--- src/rtl/ball_draw.sv ---
// Repaints the ball square in the VGA framebuffer: erases the previous square
// in background colour, then draws the new one, one registered pixel per cycle.
module ball_draw #(
    parameter int          BALL_SIZE   = 4,
    parameter int          SCREEN_W    = 160,
    parameter int          SCREEN_H    = 120,
    parameter logic [2:0]  BALL_COLOUR = 3'b111,
    parameter logic [2:0]  BG_COLOUR   = 3'b000
) (
    input  logic        clk,
    input  logic        resetn,
    input  logic [9:0]  pos_x,
    input  logic [9:0]  pos_y,
    input  logic        upd_valid,
    output logic        upd_ready,
    output logic [9:0]  x_out,
    output logic [9:0]  y_out,
    output logic [2:0]  colour_out,
    output logic        plot,
    output logic        done
);

    localparam logic [1:0] S_IDLE  = 2'd0;
    localparam logic [1:0] S_ERASE = 2'd1;
    localparam logic [1:0] S_DRAW  = 2'd2;
    localparam logic [1:0] S_DONE  = 2'd3;

    localparam logic [3:0] LAST = 4'(BALL_SIZE - 1);

    // Sum is one bit wider than the coordinate so off-screen carries are visible to the clip test.
    function automatic logic [10:0] pix_sum(input logic [9:0] base, input logic [3:0] off);
        return {1'b0, base} + {7'd0, off};
    endfunction

    function automatic logic on_screen(input logic [10:0] sx, input logic [10:0] sy);
        return (sx < 11'(SCREEN_W)) && (sy < 11'(SCREEN_H));
    endfunction

    logic [1:0]  state, state_n;
    logic [3:0]  dx, dy, dx_n, dy_n;
    logic [9:0]  new_x, new_y, old_x, old_y;
    logic        have_old;

    logic        accept;
    logic        finish;
    logic        load;
    logic        last;
    logic [9:0]  pbx, pby;
    logic [2:0]  pcol;
    logic [10:0] sum_x, sum_y;

    assign accept = (state == S_IDLE) && upd_valid;
    assign last   = (dx == LAST) && (dy == LAST);
    assign sum_x  = pix_sum(pbx, dx_n);
    assign sum_y  = pix_sum(pby, dy_n);

    // Decide the pixel to present next cycle; outputs are then registered from it.
    always_comb begin
        state_n = state;
        dx_n    = dx;
        dy_n    = dy;
        load    = 1'b0;
        finish  = 1'b0;
        pbx     = new_x;
        pby     = new_y;
        pcol    = BALL_COLOUR;
        case (state)
            S_IDLE: begin
                if (accept) begin
                    dx_n = 4'd0;
                    dy_n = 4'd0;
                    load = 1'b1;
                    if (have_old) begin
                        state_n = S_ERASE;
                        pbx     = old_x;
                        pby     = old_y;
                        pcol    = BG_COLOUR;
                    end else begin
                        state_n = S_DRAW;
                        pbx     = pos_x;
                        pby     = pos_y;
                    end
                end
            end
            S_ERASE: begin
                load = 1'b1;
                if (last) begin
                    state_n = S_DRAW;
                    dx_n    = 4'd0;
                    dy_n    = 4'd0;
                end else begin
                    pbx  = old_x;
                    pby  = old_y;
                    pcol = BG_COLOUR;
                    if (dx == LAST) begin
                        dx_n = 4'd0;
                        dy_n = dy + 4'd1;
                    end else begin
                        dx_n = dx + 4'd1;
                    end
                end
            end
            S_DRAW: begin
                if (last) begin
                    state_n = S_DONE;
                    finish  = 1'b1;
                end else begin
                    load = 1'b1;
                    if (dx == LAST) begin
                        dx_n = 4'd0;
                        dy_n = dy + 4'd1;
                    end else begin
                        dx_n = dx + 4'd1;
                    end
                end
            end
            default: begin
                state_n = S_IDLE;
            end
        endcase
    end

    always_ff @(posedge clk or negedge resetn) begin
        if (!resetn) begin
            state      <= S_IDLE;
            dx         <= 4'd0;
            dy         <= 4'd0;
            new_x      <= 10'd0;
            new_y      <= 10'd0;
            old_x      <= 10'd0;
            old_y      <= 10'd0;
            have_old   <= 1'b0;
            upd_ready  <= 1'b1;
            plot       <= 1'b0;
            done       <= 1'b0;
            x_out      <= 10'd0;
            y_out      <= 10'd0;
            colour_out <= 3'd0;
        end else begin
            state     <= state_n;
            dx        <= dx_n;
            dy        <= dy_n;
            upd_ready <= (state_n == S_IDLE);
            done      <= (state_n == S_DONE);
            plot      <= load && on_screen(sum_x, sum_y);
            if (accept) begin
                new_x <= pos_x;
                new_y <= pos_y;
            end
            if (finish) begin
                old_x    <= new_x;
                old_y    <= new_y;
                have_old <= 1'b1;
            end
            if (load) begin
                x_out      <= sum_x[9:0];
                y_out      <= sum_y[9:0];
                colour_out <= pcol;
            end
        end
    end

endmodule

--- config.mk ---
export PLATFORM = sky130hd
export DESIGN_NAME = ball_draw
export DESIGN_NICKNAME = d
export VERILOG_FILES = /design/src/rtl/ball_draw.sv
export SDC_FILE = /design/constraint.sdc
export NUM_CORES = 1
export LEC_CHECK = 0
export CELL_PAD_IN_SITES_DETAIL_PLACEMENT = 0
export CELL_PAD_IN_SITES_GLOBAL_PLACEMENT = 1
export CORE_UTILIZATION = 47
export CTS_CLUSTER_DIAMETER = 100
export DETAILED_ROUTE_END_ITERATION = 6
export HOLD_SLACK_MARGIN = 0.12
export PLACE_DENSITY_LB_ADDON = 0.1
export SLEW_MARGIN = 25
export SYNTH_ARGS = -nofsm -noshare
export SYNTH_HDL_FRONTEND = slang
export SYNTH_SLANG_ARGS = --single-unit
export TNS_END_PERCENT = 50
--- constraint.sdc ---
create_clock -name clk -period 6.7 [get_ports clk]
set_input_delay 0.67 -clock clk [delete_from_list [all_inputs] [get_ports clk]]
set_output_delay 0.67 -clock clk [all_outputs]
set_load 0.03 [all_outputs]
After elaboration in Yosys (flattened, before gate mapping)
Cells that the tools add are included.
{"block": "word_totals", "elab_cells": 63, "register_bits": 77, "rom_bits": 0, "out_inout_bits": 26, "ramBits": 0, "input_bits": 23, "n_memories": 0, "latchBits": 0}
{"block": "classes", "n_div": 0, "n_lt_le_gt_ge": 2, "n_mux": 32, "multipliers": 0, "n_addsub": 4, "bitwise_logic": 0, "shift": 0, "reduce_logical": 6, "n_eq_ne": 5}
{"cell": "10-bit 2-to-1 mux", "n": 6}
{"cell": "10-bit case mux with 2 select lines", "n": 2}
{"cell": "4-bit 2-to-1 mux", "n": 8}
{"cell": "4-bit case mux with 3 select lines", "n": 2}
{"cell": "10-bit by 4-bit adder with 11-bit output", "n": 2}
{"cell": "11-bit by 7-bit < comparator with 1-bit output, second input constant", "n": 1}
{"cell": "11-bit by 8-bit < comparator with 1-bit output, second input constant", "n": 1}
{"cell": "3-bit 2-to-1 mux", "n": 3}
{"cell": "4-bit by 1-bit adder with 4-bit output, second input constant", "n": 2}
{"cell": "4-bit by 2-bit == test with 1-bit output, second input constant", "n": 2}
{"cell": "2-bit 2-to-1 mux", "n": 4}
{"cell": "2-bit case mux with 3 select lines", "n": 1}
{"cell": "3-bit case mux with 2 select lines", "n": 1}
{"cell": "2-bit == test, second input constant", "n": 2}
{"cell": "1-bit logical AND", "n": 4}
{"cell": "2-bit zero test", "n": 2}
{"cell": "1-bit 2-to-1 mux", "n": 4}
{"cell": "1-bit case mux with 3 select lines", "n": 1}
{"cell": "2-bit by 1-bit == test with 1-bit output, second input constant", "n": 1}

Logic depth before layout (Yosys ltp)
Gate-level depths: netlist of run 1.
{"block": "depth", "ltp_word": 8, "depth_mapped": 18, "depth_no_buf": 17}

Worst setup path before layout of run 1
Ideal clock, no wire load.
{"block": "synth_timing", "path_type": "input to register", "startpoint": "input port upd_valid", "endpoint": "register plot", "t_required_ns": 6.604, "path_buffers": 3, "stages": 18, "setup_slack_ns": 3.170, "t_arrival_ns": 3.435, "setup_time_ns": 0.096, "path_cell_list": "buf_2 buf_4 nand2_1 clkbuf_1 nand2_1 a31oi_1 nor2_1 nor2_1 ha_1 inv_1 fa_1 inv_1 a21o_1 a21oi_1 nor3_1 nand3b_1 mux2_2 nor4_2"}
{"block": "synth_between", "elab_chain_cells": 7, "elab_cells_between_ends": 17, "cone_classes": "2 x add/sub; 2 x order compare; 10 x mux; 3 x reduce/logical"}
{"element": "start, declared", "line": "14", "text": "input logic upd_valid,"}
{"element": "1-bit logical AND *", "line": "52", "text": "assign accept = (state == S_IDLE) && upd_valid;"}
{"element": "4-bit 2-to-1 mux or 10-bit 2-to-1 mux (tied branches)", "line": "69", "text": "if (accept) begin"}
{"element": "4-bit case mux with 3 select lines or 10-bit case mux with 2 select lines (tied branches)", "line": "67", "text": "case (state)"}
{"element": "10-bit by 4-bit adder with 11-bit output", "line": "32", "text": "return {1'b0, base} + {7'd0, off};"}
{"element": "11-bit by 8-bit < comparator with 1-bit output or 11-bit by 7-bit < comparator with 1-bit output (tied branches)", "line": "36", "text": "return (sx < 11'(SCREEN_W)) && (sy < 11'(SCREEN_H));"}
{"element": "1-bit logical AND", "line": "36"}
{"element": "1-bit logical AND *", "line": "145", "text": "plot <= load && on_screen(sum_x, sum_y);"}
{"element": "end signal, assigned", "line": "145"}
{"element": "end, declared", "line": "19", "text": "output logic plot,"}
Mark *: on every way between the ends. The rest lies on a longest branch, timed or not.
A chain may end at the register's enable or synchronous reset.

Worst setup path after layout of run 1
{"block": "layout_timing", "startpoint": "register dx[0]", "endpoint": "register plot"}
{"block": "layout_between", "elab_chain_cells": 8, "elab_cells_between_ends": 24, "cone_classes": "3 x add/sub; 2 x order compare; 1 x eq/ne; 15 x mux; 3 x reduce/logical"}
{"element": "start, declared", "line": "40", "text": "logic [3:0] dx, dy, dx_n, dy_n;"}
{"element": "start signal, assigned", "line": "141", "text": "dx <= dx_n;"}
{"element": "4-bit by 1-bit adder with 4-bit output or 4-bit by 2-bit == test with 1-bit output (tied branches)"}
{"element": "4-bit 2-to-1 mux or 1-bit logical AND (tied branches)", "line": "95, 109, 53"}
{"element": "4-bit 2-to-1 mux (on tied branches)", "line": "104, 87"}
{"element": "4-bit case mux with 3 select lines *", "line": "67"}
{"element": "net dx_n[1]", "line": "40"}
{"element": "10-bit by 4-bit adder with 11-bit output *", "line": "32"}
{"element": "11-bit by 8-bit < comparator with 1-bit output *", "line": "36"}
{"element": "1-bit logical AND *", "line": "36"}
{"element": "1-bit logical AND *", "line": "145"}
The timed path passes the listed nets; every way through them passes the cells marked *.

==> out/metrics.cfg, run 1 <==
[synthesis]
synth_top_area_frac = 0.4193
async_flop_share = 1.000
yosysTopAreaCell = dfrtp_1
synth_ff_type = dfrtp_1
synth.distinct_cells = 70
syn_inst = 472
synth_edf_count = 0
synth_nets = 507
syn_area_mm2 = 0.004417
seq_area_frac_synth = 0.4252
synth_seq_cells = 75
ys_warn_count = 0
synthMostInstantiatedCell = nand2_1
yosys-top-cells-area = dfrtp_1 42%, nand2_1 9.2%, mux2_2 5.9%, o21ai_0 3.4%, ha_1 2.8%
synth_common_cells = 108 x nand2_1, 74 x dfrtp_1, 30 x o21ai_0, 23 x mux2_2, 22 x a21oi_1
avgSynthCellArea_um2 = 9.357

[sta]
fmax_ghz = 0.2407
worst_pin_slew_ns = 0.8742
hold_viol_final = 0
maxSlewHeadroom = 0.4172
drv_slew = 0
setup_viol = 0
min_period_ns = 4.155
totalNegativeSetupSlack_ns = 0
skew_ns = 0.008485
finalCritPeriodShare = 0.6201
rsz0062_at_grt = no

[power_and_ir_drop]
power_switching_share = 0.3460
p_switching_mw = 0.4528
seq_power_share = 0.422
internal_power_mw = 0.8556
vdd_drop_max_v = 0.0001041
clock_power_share = 0.276
p_leak_nw = 2.344
power_density_mw_per_mm2 = 254.4
combPwrFrac = 0.302
power_mw = 1.308

[floorplan]
pin_count = 49
start_util = 0.4826
die_y_um = 98.94
dieArea_mm2 = 0.009789
core_region_area_mm2 = 0.009153
rows = 35
die_x_um = 98.94

[critical_path]
cp-start-kind = flip-flop
path_max_fanout = 16
r2r_start = dx[0]
worst-setup-path-type = flip-flop to flip-flop
arrival_ns = 4.41
cp_cell_sequence = ha_1 -> nor3b_4 -> nand2_1 -> nand2_1 -> o21ai_0 -> o21ai_0 -> inv_1 -> ha_1 -> a21o_1 -> a21o_1 -> a21oi_1 -> o21ai_0 -> a21oi_1 -> a211oi_1 -> nor4_2
required_ns = 6.96
crit_top_cell = o21ai_0
cpMaxStageDelayCell = nor3b_4
cp-end-kind = flip-flop
r2r_end = plot
reg2reg_depth = 15
rrSetupSlack_ns = 2.55
cp_slowest_stage_delay_ns = 0.72

[route]
vias = 3541
final_antenna_net_count = 0
first_pass_iters = 6
wl_per_cell_um = 16.68
drtIter0Drc = 271
via_per_inst = 5.666
drc = 0
drt-total-wl_um = 10430

[cells_and_area]
final_core_util = 0.5620
drive_gt1_frac = 0.1323
areaGrowthSynthToFinish_pct = 16.46
fill_cells = 821
stdcell_area_mm2 = 0.005144
antenna_cells = 0
num-nets-final = 544

[global_routing]
grt_max_degree = 76
overflow = 0
grt_pass1_vias = 3302
grt_pass1_wl_um = 17330
antenna_found_initial = 0
grt_usage = 0.2281

[clock_tree]
cts_resized = 0
cts_max_level = 3
cts_tree = yes
root_buffer = clkbuf_8
path_clk_slew_ns = 0.08
cts-hold-fix-buffers = 0
clock_path_buffers = 2
clk_latency_ns = 0.34
cts_buffers = 9
cts.sinks = 75
postCtsSetupRepairBufs = 0

[status]
status = completed

[flow_run]
cap_violations = 0

[placement]
gp_congestion = 0.8575
portBuffers = 48
hpwl_um = 7159
place_area_mm2 = 0.004931

[hold_path]
min_path_type = input pin to asynchronous set/reset pin

final cells by class:
class                      instances  area (µm²)  area share
multi-input combinational        353        2335      0.4539
sequential                        75        1878      0.3651
timing repair buffer              55       534.3      0.1039
tap                              111       138.9     0.02700
clock buffer                      10       137.6     0.02676
clock inverter                     6       63.81     0.01241
inverter                          15       56.30     0.01095
worst max-delay path, delay by kind of cell (launching register included):
kind / cells / cell delay [ns]
flip-flops: 1 / 0.47
AO/OA/AOI/OAI: 8 / 1.56
adder cells (fa/ha/maj): 2 / 0.56
AND/OR/NAND/NOR: 4 / 1.36
buffers and inverters: 1 / 0.12
power by group through the flow:
stage | Sequential [mW] | Clock [mW] | Combinational [mW]
6_report | 0.552 | 0.361 | 0.395
5_1_grt | 0.562 | 0.389 | 0.435
4_1_cts | 0.553 | 0.372 | 0.395
3_5_place_dp | 0.561 | 0 | 0.393
3_3_place_gp | 0.559 | 0 | 0.388
2_1_floorplan | 0.611 | 0 | 0.205
layout by cell type, fill, tap and decap left out, drive strengths merged, types with 8 or more instances in the layout:
cell type,netlist,routed
a21o,9,9
a21oi,22,22
a221oi,10,10
buf,20,8
clkbuf,9,10
clkdlybuf4s50,0,47
dfrtp,74,74
ha,10,10
inv,15,16
mux2,24,24
mux2i,9,9
nand2,108,108
nor2,21,21
o21ai,31,31
xnor2,10,10
registers in the layout, summed over array words and instances (netlist names), 2 cells and up:
register and count:
new_x 10, dx 4, old_y 10, old_x 10, y_out 10, x_out 10
state 2, new_y 10, dy 4
worst max-delay path by stage:
| stage | start | endpoint | cells past startpoint |
|---|---|---|---|
| final | dx[0] | plot | 15 |
| after global routing | dx[0] | plot | 16 |
| after floorplan | upd_valid | plot | 18 |
| after CTS | dx[0] | plot | 16 |
| after global placement | upd_valid | plot | 17 |
| after detailed placement | upd_valid | plot | 17 |
per-layer routing:
layer,track usage,wire length (µm),up-vias
met1,0.3426,5252,1694
met4,0.06315,57,0
met5,0,0,-
met3,0.03617,506,5
li1,-,-,1760
met2,0.3400,4610,82
cell families after synthesis:
family | share of synthesized area
AND/OR/NAND/NOR | 0.1805
flip-flops | 0.4252
multiplexers | 0.08244
buffers and inverters | 0.04787
AO/OA/AOI/OAI | 0.1969
adder cells (fa/ha/maj) | 0.03739
XOR/XNOR | 0.02974
through the flow:
stage | std cells | hold WS (ns) | setup WS, ns
6_report | 625 | 0.3341 | 2.545
5_1_grt | 625 | 0.3922 | 2.190
4_1_cts | 625 | 0.4849 | 2.463
3_5_place_dp | 609 | 0.4640 | 2.260
3_3_place_gp | 609 | 0.4607 | 2.334
2_1_floorplan | 472 | 0.3744 | 3.170
(Power assumes the default switching activity.)
==> inputs of run 2 (changes only) <==
--- a/config.mk
+++ b/config.mk
@@ -7,7 +7,7 @@
 export LEC_CHECK = 0
 export CELL_PAD_IN_SITES_DETAIL_PLACEMENT = 0
 export CELL_PAD_IN_SITES_GLOBAL_PLACEMENT = 1
-export CORE_UTILIZATION = 47
+export CORE_UTILIZATION = 40
 export CTS_CLUSTER_DIAMETER = 100
 export DETAILED_ROUTE_END_ITERATION = 6
 export HOLD_SLACK_MARGIN = 0.12
==> constraint.sdc (replaced) <==
create_clock -name clk -period 3.7 [get_ports clk]
set_input_delay 0.37 -clock clk [delete_from_list [all_inputs] [get_ports clk]]
set_output_delay 0.37 -clock clk [all_outputs]
set_load 0.03 [all_outputs]
==> run 2 against run 1 <==
Design area increased by 7.4%. Register-to-register slack lost 2.3 ns. Core utilization shrank 5.0 points. Routed wire length grew 9.7%. Critical path type unchanged. Largest power group unchanged. Highest routed layer unchanged.
==> out/metrics.cfg, run 2 (synthesis gave the netlist of run 1 again) <==
[clock_tree]
cts_buffers = 9  ; unchanged
clk_latency_ns = 0.35  ; was 0.34 ns
cts.sinks = 75  ; unchanged
clock_path_buffers = 2  ; unchanged
cts_max_level = 3  ; unchanged
cts_tree = yes  ; unchanged
root_buffer = clkbuf_8  ; unchanged
path_clk_slew_ns = 0.08  ; about the same

[critical_path]
required_ns = 3.93  ; was 6.96 ns
r2r_start = state[0]  ; was dx[0]
critPathBufInv = 2  ; was 1
cp-end-kind = flip-flop  ; unchanged
cp_top_family = compound AO/OA/AOI/OAI gates  ; unchanged
cp_cell_sequence = nor4bb_1 -> a21o_2 -> nor2_1 -> buf_4 -> o221a_2 -> ha_1 -> a21o_1 -> a21o_1 -> a21oi_1 -> buf_4 -> nor4_1 -> xnor2_1 -> a211oi_1 -> nor4_2  ; was ha_1 -> nor3b_4 -> nand2_1 -> nand2_1 -> o21ai_0 -> o21ai_0 -> inv_1 -> ha_1 -> a21o_1 -> a21o_1 -> a21oi_1 -> o21ai_0 -> a21oi_1 -> a211oi_1 -> nor4_2
cp_slowest_stage_delay_ns = 0.53  ; was 0.72 ns
path_max_fanout = 9  ; was 16
cp-start-kind = flip-flop  ; unchanged
cpMaxStageDelayCell = dfrtp_1  ; was nor3b_4
r2r_end = plot  ; unchanged
reg2reg_depth = 14  ; was 15
worst-setup-path-type = flip-flop to flip-flop  ; unchanged
rrSetupSlack_ns = 0.26  ; was 2.55 ns
arrival_ns = 3.67  ; was 4.41 ns

[floorplan]
rows = 38  ; was 35
pin_count = 49  ; unchanged
start_util = 0.4092  ; was 0.4826
core_region_area_mm2 = 0.01079  ; was 0.009153 mm²
die_y_um = 107.1  ; was 98.94 µm
dieArea_mm2 = 0.01147  ; was 0.009789 mm²
die_x_um = 107.1  ; was 98.94 µm

[sta]
skew_ns = 0.01210  ; was 0.008485 ns
drv_slew = 0  ; unchanged
setup_viol = 0  ; unchanged
min_period_ns = 3.440  ; was 4.155 ns
maxSlewHeadroom = 0.5195  ; was 0.4172
hold_viol_final = 0  ; unchanged
fmax_ghz = 0.2907  ; was 0.2407 GHz
worst_pin_slew_ns = 0.7208  ; was 0.8742 ns
setup_slack_ns = 0.2599  ; was 2.545 ns
finalCritPeriodShare = 0.9298  ; was 0.6201

[global_routing]
grt_pass1_vias = 3551  ; was 3302
grt_pass1_wl_um = 18670  ; was 17330 µm
grt_usage = 0.2128  ; was 0.2281
overflow = 0  ; unchanged
grt_max_degree = 76  ; unchanged
antenna_found_initial = 0  ; unchanged

[route]
drt-total-wl_um = 11440  ; was 10430 µm
drc = 0  ; unchanged
via_per_inst = 5.349  ; was 5.666
vias = 3707  ; was 3541
wl_per_cell_um = 16.51  ; was 16.68 µm
drtIter0Drc = 203  ; was 271
first_pass_iters = 5  ; was 6
final_antenna_net_count = 0  ; unchanged

[hold_path]
hold_path_startpoint = y_out[0]
whs_path_depth = 2
hold_path_end = y_out[0]
min_path_type = flip-flop to flip-flop  ; was input pin to asynchronous set/reset pin

[power_and_ir_drop]
combPwrFrac = 0.331  ; was 0.302
vdd_drop_max_v = 0.0002513  ; was 0.0001041 V
internal_power_mw = 1.621  ; was 0.8556 mW
seq_power_share = 0.402  ; was 0.422
clock_power_share = 0.267  ; was 0.276
p_leak_nw = 2.538  ; was 2.344 nW
power_mw = 2.482  ; was 1.308 mW
p_switching_mw = 0.8610  ; was 0.4528 mW
power_switching_share = 0.3469  ; was 0.3460
power_density_mw_per_mm2 = 449.1  ; was 254.4 mW/mm²

[cells_and_area]
areaGrowthSynthToFinish_pct = 25.13  ; was 16.46%
layoutNonFillerInstCount = 693  ; was 625
final_core_util = 0.5121  ; was 0.5620
final_cell_mix = 108 x nand2_1, 74 x dfrtp_1, 47 x clkdlybuf4s50_1  ; unchanged
drive_gt1_frac = 0.2080  ; was 0.1323
antenna_cells = 0  ; unchanged
fill_cells = 1000  ; was 821
stdcell_area_mm2 = 0.005527  ; was 0.005144 mm²
num-nets-final = 583  ; was 544
final_common_cell = nand2_1  ; unchanged

[placement]
pre_cts_slack_ns = 0.04944  ; was 2.260 ns
dp.cells = 667  ; was 609
hpwl_um = 8231  ; was 7159 µm
portBuffers = 48  ; unchanged
gp_congestion = 0.8731  ; was 0.8575
place_area_mm2 = 0.005185  ; was 0.004931 mm²

[status]
status = completed  ; unchanged

[flow_run]
cap_violations = 0  ; unchanged

run 2: changes by cell type in the layout (fill, tap and decap cells not counted), sizes merged:
cell,delta
dlygate4sd3,+1
buf,+38
run 2: worst min-delay path: cells and delay by family, from the launching register on:
kind	cells	cell delay [ns]
AND/OR/NAND/NOR	2	0.10
flip-flops	1	0.35
run 2: final cells by class:
cell class,instances,area [µm²],share of cell area
Multi-Input combinational cell,353,2386,0.4317
Tap cell,140,175.2,0.03170
Timing Repair Buffer,94,829.5,0.1501
Inverter,15,56.30,0.01019
Clock buffer,10,137.6,0.02490
Clock inverter,6,63.81,0.01155
Sequential cell,75,1878,0.3398
run 2: worst max path at each step:
stage / to / start / cells past startpoint / slack, ns
after global routing: plot / dy[1] / 17 / -0.02
after global placement: plot / dx[1] / 15 / 0.11
final: plot / state[0] / 14 / 0.26
after detailed placement: plot / dx[1] / 15 / 0.05
after CTS: plot / dx[1] / 15 / 0.01
after floorplan: plot / dy[0] / 17 / 0.28
run 2: through the flow:
stage | TNS, ns | hold slack [ns]
detailed placement | 0 | 0.4621
finish | 0 | 0.4801
global placement | 0 | 0.4609
global route | -0.02317 | 0.5119
floorplan | 0 | 0.07441
CTS | 0 | 0.2186
run 2: per-layer routing:
layer  track usage  share of wire
met1        0.3127           0.50
met2        0.3286           0.45
met3       0.02432          0.039
met4       0.06164          0.011
met5             0              0
run 2: power groups by stage:
stage	combinational (mW)	clock (mW)	sequential (mW)
6_report	0.821	0.662	0.999
5_1_grt	0.907	0.714	1.02
4_1_cts	0.773	0.681	1.00
3_5_place_dp	0.771	0	1.02
3_3_place_gp	0.766	0	1.01
2_1_floorplan	0.370	0	1.11
run 2: what timing repair did:
action	CTS	global route
hold buffers	0	1
setup buffers	0	9
gates resized for setup	0	14
hold endpoints to repair	0	46
endpoints found under the setup margin	0	10
